<file path="src/rtl/regfile_scoreboard.sv">
// Integer register file with a write-back bypass and a per-register busy scoreboard.
// Decode uses the busy outputs to stall on RAW and WAW hazards.
module regfile_scoreboard #(
    parameter int XLEN     = 32,
    parameter int NREGS    = 32,
    parameter int AW       = $clog2(NREGS),
    parameter bit ZERO_REG = 1'b1,
    parameter bit BYPASS   = 1'b1
) (
    input  logic             clk,
    input  logic             rst,
    input  logic [AW-1:0]    rs1_addr,
    input  logic [AW-1:0]    rs2_addr,
    output logic [XLEN-1:0]  rs1_data,
    output logic [XLEN-1:0]  rs2_data,
    output logic             rs1_busy,
    output logic             rs2_busy,
    input  logic             issue_en,
    input  logic [AW-1:0]    issue_rd,
    output logic             issue_ok,
    input  logic             wb_en,
    input  logic [AW-1:0]    wb_addr,
    input  logic [XLEN-1:0]  wb_data,
    input  logic             flush,
    output logic [NREGS-1:0] busy_vec,
    output logic [AW:0]      pending_cnt
);

    logic [XLEN-1:0]  r_regs [NREGS];
    logic [NREGS-1:0] r_busy;
    logic [AW:0]      r_cnt;

    logic             w_hit1, w_hit2, w_zero1, w_zero2;
    logic             w_rd_zero, w_rd_retire, w_set, w_inc, w_dec;
    logic [NREGS-1:0] w_busy_nxt;
    logic [AW:0]      w_cnt_nxt;

    // Read ports: hardwired zero first, then same-cycle write-back forwarding.
    always_comb begin
        w_zero1 = ZERO_REG && (rs1_addr == '0);
        w_zero2 = ZERO_REG && (rs2_addr == '0);
        w_hit1  = BYPASS && wb_en && (wb_addr == rs1_addr);
        w_hit2  = BYPASS && wb_en && (wb_addr == rs2_addr);

        if (w_zero1)     rs1_data = '0;
        else if (w_hit1) rs1_data = wb_data;
        else             rs1_data = r_regs[rs1_addr];

        if (w_zero2)     rs2_data = '0;
        else if (w_hit2) rs2_data = wb_data;
        else             rs2_data = r_regs[rs2_addr];

        rs1_busy = r_busy[rs1_addr] && !w_hit1 && !w_zero1;
        rs2_busy = r_busy[rs2_addr] && !w_hit2 && !w_zero2;
    end

    // A busy destination may be reclaimed only when it retires in the same cycle.
    always_comb begin
        w_rd_zero   = ZERO_REG && (issue_rd == '0);
        w_rd_retire = wb_en && (wb_addr == issue_rd);
        issue_ok    = issue_en && !flush &&
                      (w_rd_zero || !r_busy[issue_rd] || w_rd_retire);
        w_set       = issue_ok && !w_rd_zero;
        w_inc       = w_set && !r_busy[issue_rd];
        w_dec       = wb_en && r_busy[wb_addr] && !(w_set && (issue_rd == wb_addr));

        w_busy_nxt = r_busy;
        w_cnt_nxt  = r_cnt;
        if (flush) begin
            w_busy_nxt = '0;
            w_cnt_nxt  = '0;
        end else begin
            if (wb_en) w_busy_nxt[wb_addr] = 1'b0;
            if (w_set) w_busy_nxt[issue_rd] = 1'b1;
            w_cnt_nxt = r_cnt + {{AW{1'b0}}, w_inc} - {{AW{1'b0}}, w_dec};
        end
    end

    always_ff @(posedge clk) begin
        if (rst) begin
            for (int i = 0; i < NREGS; i++) r_regs[i] <= '0;
            r_busy <= '0;
            r_cnt  <= '0;
        end else begin
            if (wb_en && !(ZERO_REG && (wb_addr == '0))) r_regs[wb_addr] <= wb_data;
            r_busy <= w_busy_nxt;
            r_cnt  <= w_cnt_nxt;
        end
    end

    assign busy_vec    = r_busy;
    assign pending_cnt = r_cnt;

endmodule

</file>
<file path="config.mk">
export PLATFORM = sky130hd
export DESIGN_NAME = regfile_scoreboard
export DESIGN_NICKNAME = d
export VERILOG_FILES = /design/src/rtl/regfile_scoreboard.sv
export SDC_FILE = /design/constraint.sdc
export NUM_CORES = 2
export LEC_CHECK = 0
export BUFFER_PORTS_ARGS = -buffer_cell sky130_fd_sc_hd__buf_2
export CORE_MARGIN = 5
export CORE_UTILIZATION = 55
export CTS_CLUSTER_DIAMETER = 150
export DETAILED_ROUTE_END_ITERATION = 8
export PLACE_DENSITY = 0.72
export SETUP_SLACK_MARGIN = 0.05
export SLEW_MARGIN = 20
export SYNTH_ARGS = -nofsm -noshare
export SYNTH_HDL_FRONTEND = slang
export SYNTH_SLANG_ARGS = --single-unit
export TNS_END_PERCENT = 10
</file>
<file path="constraint.sdc">
create_clock -name clk -period 8.6 [get_ports clk]
set_input_delay 1.29 -clock clk [delete_from_list [all_inputs] [get_ports clk]]
set_output_delay 1.29 -clock clk [all_outputs]
set_load 0.01 [all_outputs]
</file>
; ---- Word level (Yosys, flattened, before mapping)
; Memories as Yosys holds them, arrays and structs flattened.
; Index checks and enable logic that the tools add are counted.
[classes]
n_mul = 0
eq_ne = 4
n_lt_le_gt_ge = 6
reduce_logical = 34
add_sub_neg = 2
bitwise = 3
n_div = 0
shift = 0
muxes = 27
[op_table]
columns = operator, count
row1 = two-way mux 32 bit, 8
row2 = AND 32 bit, 1
row3 = NOT 32 bit, 1
row4 = bitwise OR 32 bit, 1
row5 = OR reduction 32 bit, 1
row6 = "less-than comparator 5 x 6 -> 1 bit, second input constant", 4
row7 = binary-select mux 1 bit (select 5 bit), 4
row8 = equality test 5 bit, 4
row9 = logical NOT 5 bit, 4
row10 = logical AND 1 bit, 17
row11 = two-way mux 1 bit, 12
row12 = demux 1 bit (select 5 bit), 2
row13 = ">= comparator 5 x 1 -> 1 bit, second input constant", 2
row14 = logical NOT 1 bit, 9
row15 = adder 6 x 1 -> 6 bit, 1
row16 = subtractor 6 x 1 -> 6 bit, 1
row17 = two-way mux 5 bit, 1
row18 = logical OR 1 bit, 2
row19 = OR reduction 2 bit, 1
[word_totals]
rom_bits = 0
out_inout_bits = 105
wordCells = 79
ramBits = 1024
latch_bits = 0
inputBits = 57
register_bits = 38
mem_count = 1
[memory_table]
columns = memory, depth, width, read_ports, rd_ports_with_merged_regs, wr, line_no
row1 = r_regs, 32, 32, 2, 0, 32, 29  ; logic [XLEN-1:0] r_regs [NREGS];

; ---- Longest topological paths before layout
[logic_depth]
depth_word = 11
mapped_depth = 17
depth_no_buf = 14

; ---- Worst setup path before layout
; OpenSTA, ideal clock, no wires.
[synth_path]
path_kind = input port to output port
startpoint = input port rs2_addr[1]
endpoint = output port rs2_data[22]
path_buffers = 3
cell_stages = 7
t_arrival_ps = 2977
required_time_ps = 7310
slack_ps = 4333
cell_sequence = buf_2 buf_2 clkbuf_1 mux4_2 a22oi_1 nand2_1 a221o_1
[synth_between]
elab_chain_len = 4
word_cells_on_any_way = 6
cone_classes = eq/ne (1) / mux (2) / reduce/logical (2) / memory (1)
[synth_rtl]
columns = item, line_no
row1 = "start, declared", 13  ; input logic [AW-1:0] rs2_addr,
row2 = branches (longest 3 deep; another with memory read (32 x 32 bit)), n/a
row3 = two-way mux 32 bit *, 49  ; if (w_zero2) rs2_data = '0;
row4 = "end, declared", 15  ; output logic [XLEN-1:0] rs2_data,
; Every way passes the cells marked *.

; ---- Final worst setup path
[layout_path]
startpoint = input port rs2_addr[4]
endpoint = output port rs2_data[13]
; The elaborated chain is that of the path after synthesis.

==> impl_metrics.ini <==
[synth]
synth-main-ff-cell = edfxtp_1
ys_ff_latch = 1062
synth.yosys.warnings = 0
synthesis.instances = 4173
synth_area_um2 = 58800
avgSynthCellArea_um2 = 14.1
async_flop_share = 0
yosysSeqAreaShare = 0.536
ys_types = 73
synth_edf_count = 1024

[run]
drv_cap = 0

[timing]
rsz0062_at_grt = false
setup_ws_ps = 2160
hold_violations = 0
min_period_over_period = 0.748
period_needed_ps = 6440
hold_ws_ps = 578
maxSlewViolCount = 0
clock.fmax_mhz = 155
finalSetupViolCount = 0
tns_ps = 0
clock_skew_ps = 26.6
tightestPinTransition_ps = 1210
max_slew_margin = 0.189

[clocking]
h-tree-depth = 3
clock_path_buffers = 3
clk_latency_ps = 720
cts_buffers = 112
clkSlewWorstSetupHoldPaths_ps = 60
cts_setup_buffers = 0
tritoncts = built
cts-resized-gates = 0
cts_root_buf = clkbuf_16
cts.sinks = 1062
cts_hold_buf = 0

[power_and_ir_drop]
ir_drop_v = 0.000172
p_leak_nw = 22.6
powerDensity_nw_per_um2 = 193

[critical_path]
worstPathArrival_ps = 5150
criticalPathCategory = input pin to output port
cp_max_fo = 16
end_kind = output port
critical_path_required_ps = 7310
cp-start-kind = input pin

[place]
placed_cells = 5446
portBuffers = 161
gp_congestion = 0.947
dp_hpwl_mm = 120
place_ws_ps = 2570

[route]
wl_met2_mm = 91.2
drc = 0
drtAntennaViolNets = 0
wl_met1_mm = 69.4
finalWirelength_mm = 202
first_pass_iters = 7
drtIter0Drc = 6564
dr_wl_met3_mm = 27.8
vias = 40561
dr.max_layer_used = met5
viasPerCell = 7.17
post_drt_wl_per_cell_um = 35.7

[die]
die-area_um2 = 113000
io-pin-count = 162
die_h_um = 337
start_util = 0.551
die_w_um = 337
fp-row-count = 120
coreArea_um2 = 107000

[outcome]
outcome = finished clean

[global_routing]
grt_max_degree = 105
grt_pass1_wl_mm = 284
grt_pass1_vias = 39719
antenna_found_initial = 25
track_usage = 0.352
grt_remaining_overflow = 0

[final_layout]
drive_gt1_frac = 0.231
nNetsFinal = 4221
finish.utilization = 0.600
nFillCells = 8090
fin_cells = 5656
syn_to_final_growth_pct = 8.92

[min_path]
worstHoldPathType = register to register
-- power by group --
part           switching, mW  leakage, nW  total (mW)  internal [mW]
logic                   1.01         10.9        1.62          0.612
registers              0.143         10.1        6.09           5.95
clock network           2.05         1.68        4.67           2.62
-- cell type report --
class | instances | area [um2] | share of cell area
inverters | 15 | 56.3 | 0.000880
clock inverters | 63 | 504 | 0.00788
diodes | 10 | 25.0 | 0.000391
multi-input cells | 2694 | 25500 | 0.398
flip-flops and latches | 1062 | 31500 | 0.492
repair buffers | 272 | 1760 | 0.0275
clock buffers | 137 | 2940 | 0.0459
well taps | 1403 | 1760 | 0.0274
-- logic make-up after synthesis --
family                     share of synthesized area
AOI/OAI and AO/OA                             0.0686
xor gates and xnor gates                     0.00268
adders and majority gates                    0.00162
buffers and inverters                         0.0366
DFF                                            0.536
muxes                                          0.214
other                                      0.0000638
and+or+nand+nor                                0.140
-- per-stage QoR --
stage                     area (um2)  power, mW
after global routing           64000       12.7
after detailed placement       60500       7.76
after floorplan                58900       7.14
final                          64000       12.4
after global placement         60500       7.72
after CTS                      64000       12.3
-- registers in the layout (all words and copies together), names as in the netlist --
name / count
pending_cnt: 6
busy_vec: 32
r_regs: 1024
-- layer usage --
layer / global-route usage / up-vias
met3: 0.0998 / 732
met5: 0 / -
li1: - / 16035
met1: 0.462 / 20403
met4: 0.187 / 10
met2: 0.538 / 3381
-- final timing paths --
path	to	from	slack, ps	cells past startpoint
max	rs2_data[13]	rs2_addr[4]	2160	9
min reg2reg	pending_cnt[5]	pending_cnt[5]	580	3
min	pending_cnt[5]	pending_cnt[5]	580	3
max reg2reg	pending_cnt[4]	busy_vec[27]	5070	15
-- critical path, stage by stage --
cell	delay, ps
buf_2	490
buf_4	390
clkinv_1	120
buf_4	290
nor2_1	920
a22oi_1	310
nand4_1	180
nor3b_1	850
buf_2	290
-- layout by cell type (no fill, tap or decap), types with 12 or more instances in the layout --
cell type and n:
buf_2 154, a22oi_1 143, a22o_1 13, a21o_1 29, a221oi_1 54, clkinv_1 28, or2_2 35, nor2_2 25
edfxtp_1 1024, nor3_1 21, clkbuf_1 23, mux4_2 450, a32o_1 40, inv_1 13, mux2i_1 237, o211ai_1 17
nand2_1 94, nor2_4 16, and2_1 1010, a31oi_1 12, nand2b_1 18, and3_1 20, o21ai_0 49, clkinv_2 17
a32oi_1 13, o22ai_1 29, a21oi_1 50, buf_4 108, clkbuf_16 114, conb_1 32, nor2_1 82, xnor2_1 16
nand3_1 38, dfxtp_1 38
-- Yosys cell counts, drive strengths merged, types with 11 or more instances --
master,number,area [um2]
nand2,94,353
a211oi,11,82.6
nand2b,22,138
inv,13,48.8
and2,1011,6320
nor2,123,464
a221o,11,110
a32o,40,400
o31ai,17,168
a32oi,13,114
a221oi,55,488
or2,36,225
o22ai,29,181
a31oi,12,75.1
xnor2,16,140
o21ai,54,270
a21o,29,218
mux4,450,10100
nor2b,11,68.8
nor3,23,115
a22o,13,114
clkbuf,278,1040
a22oi,143,1070
and3,20,125
buf,155,1050
dfxtp,38,761
o211ai,17,128
a21oi,50,250
nand3,38,190
mux2i,237,2370
edfxtp,1024,30700
Note: power is estimated with default switching activity, not from simulation.
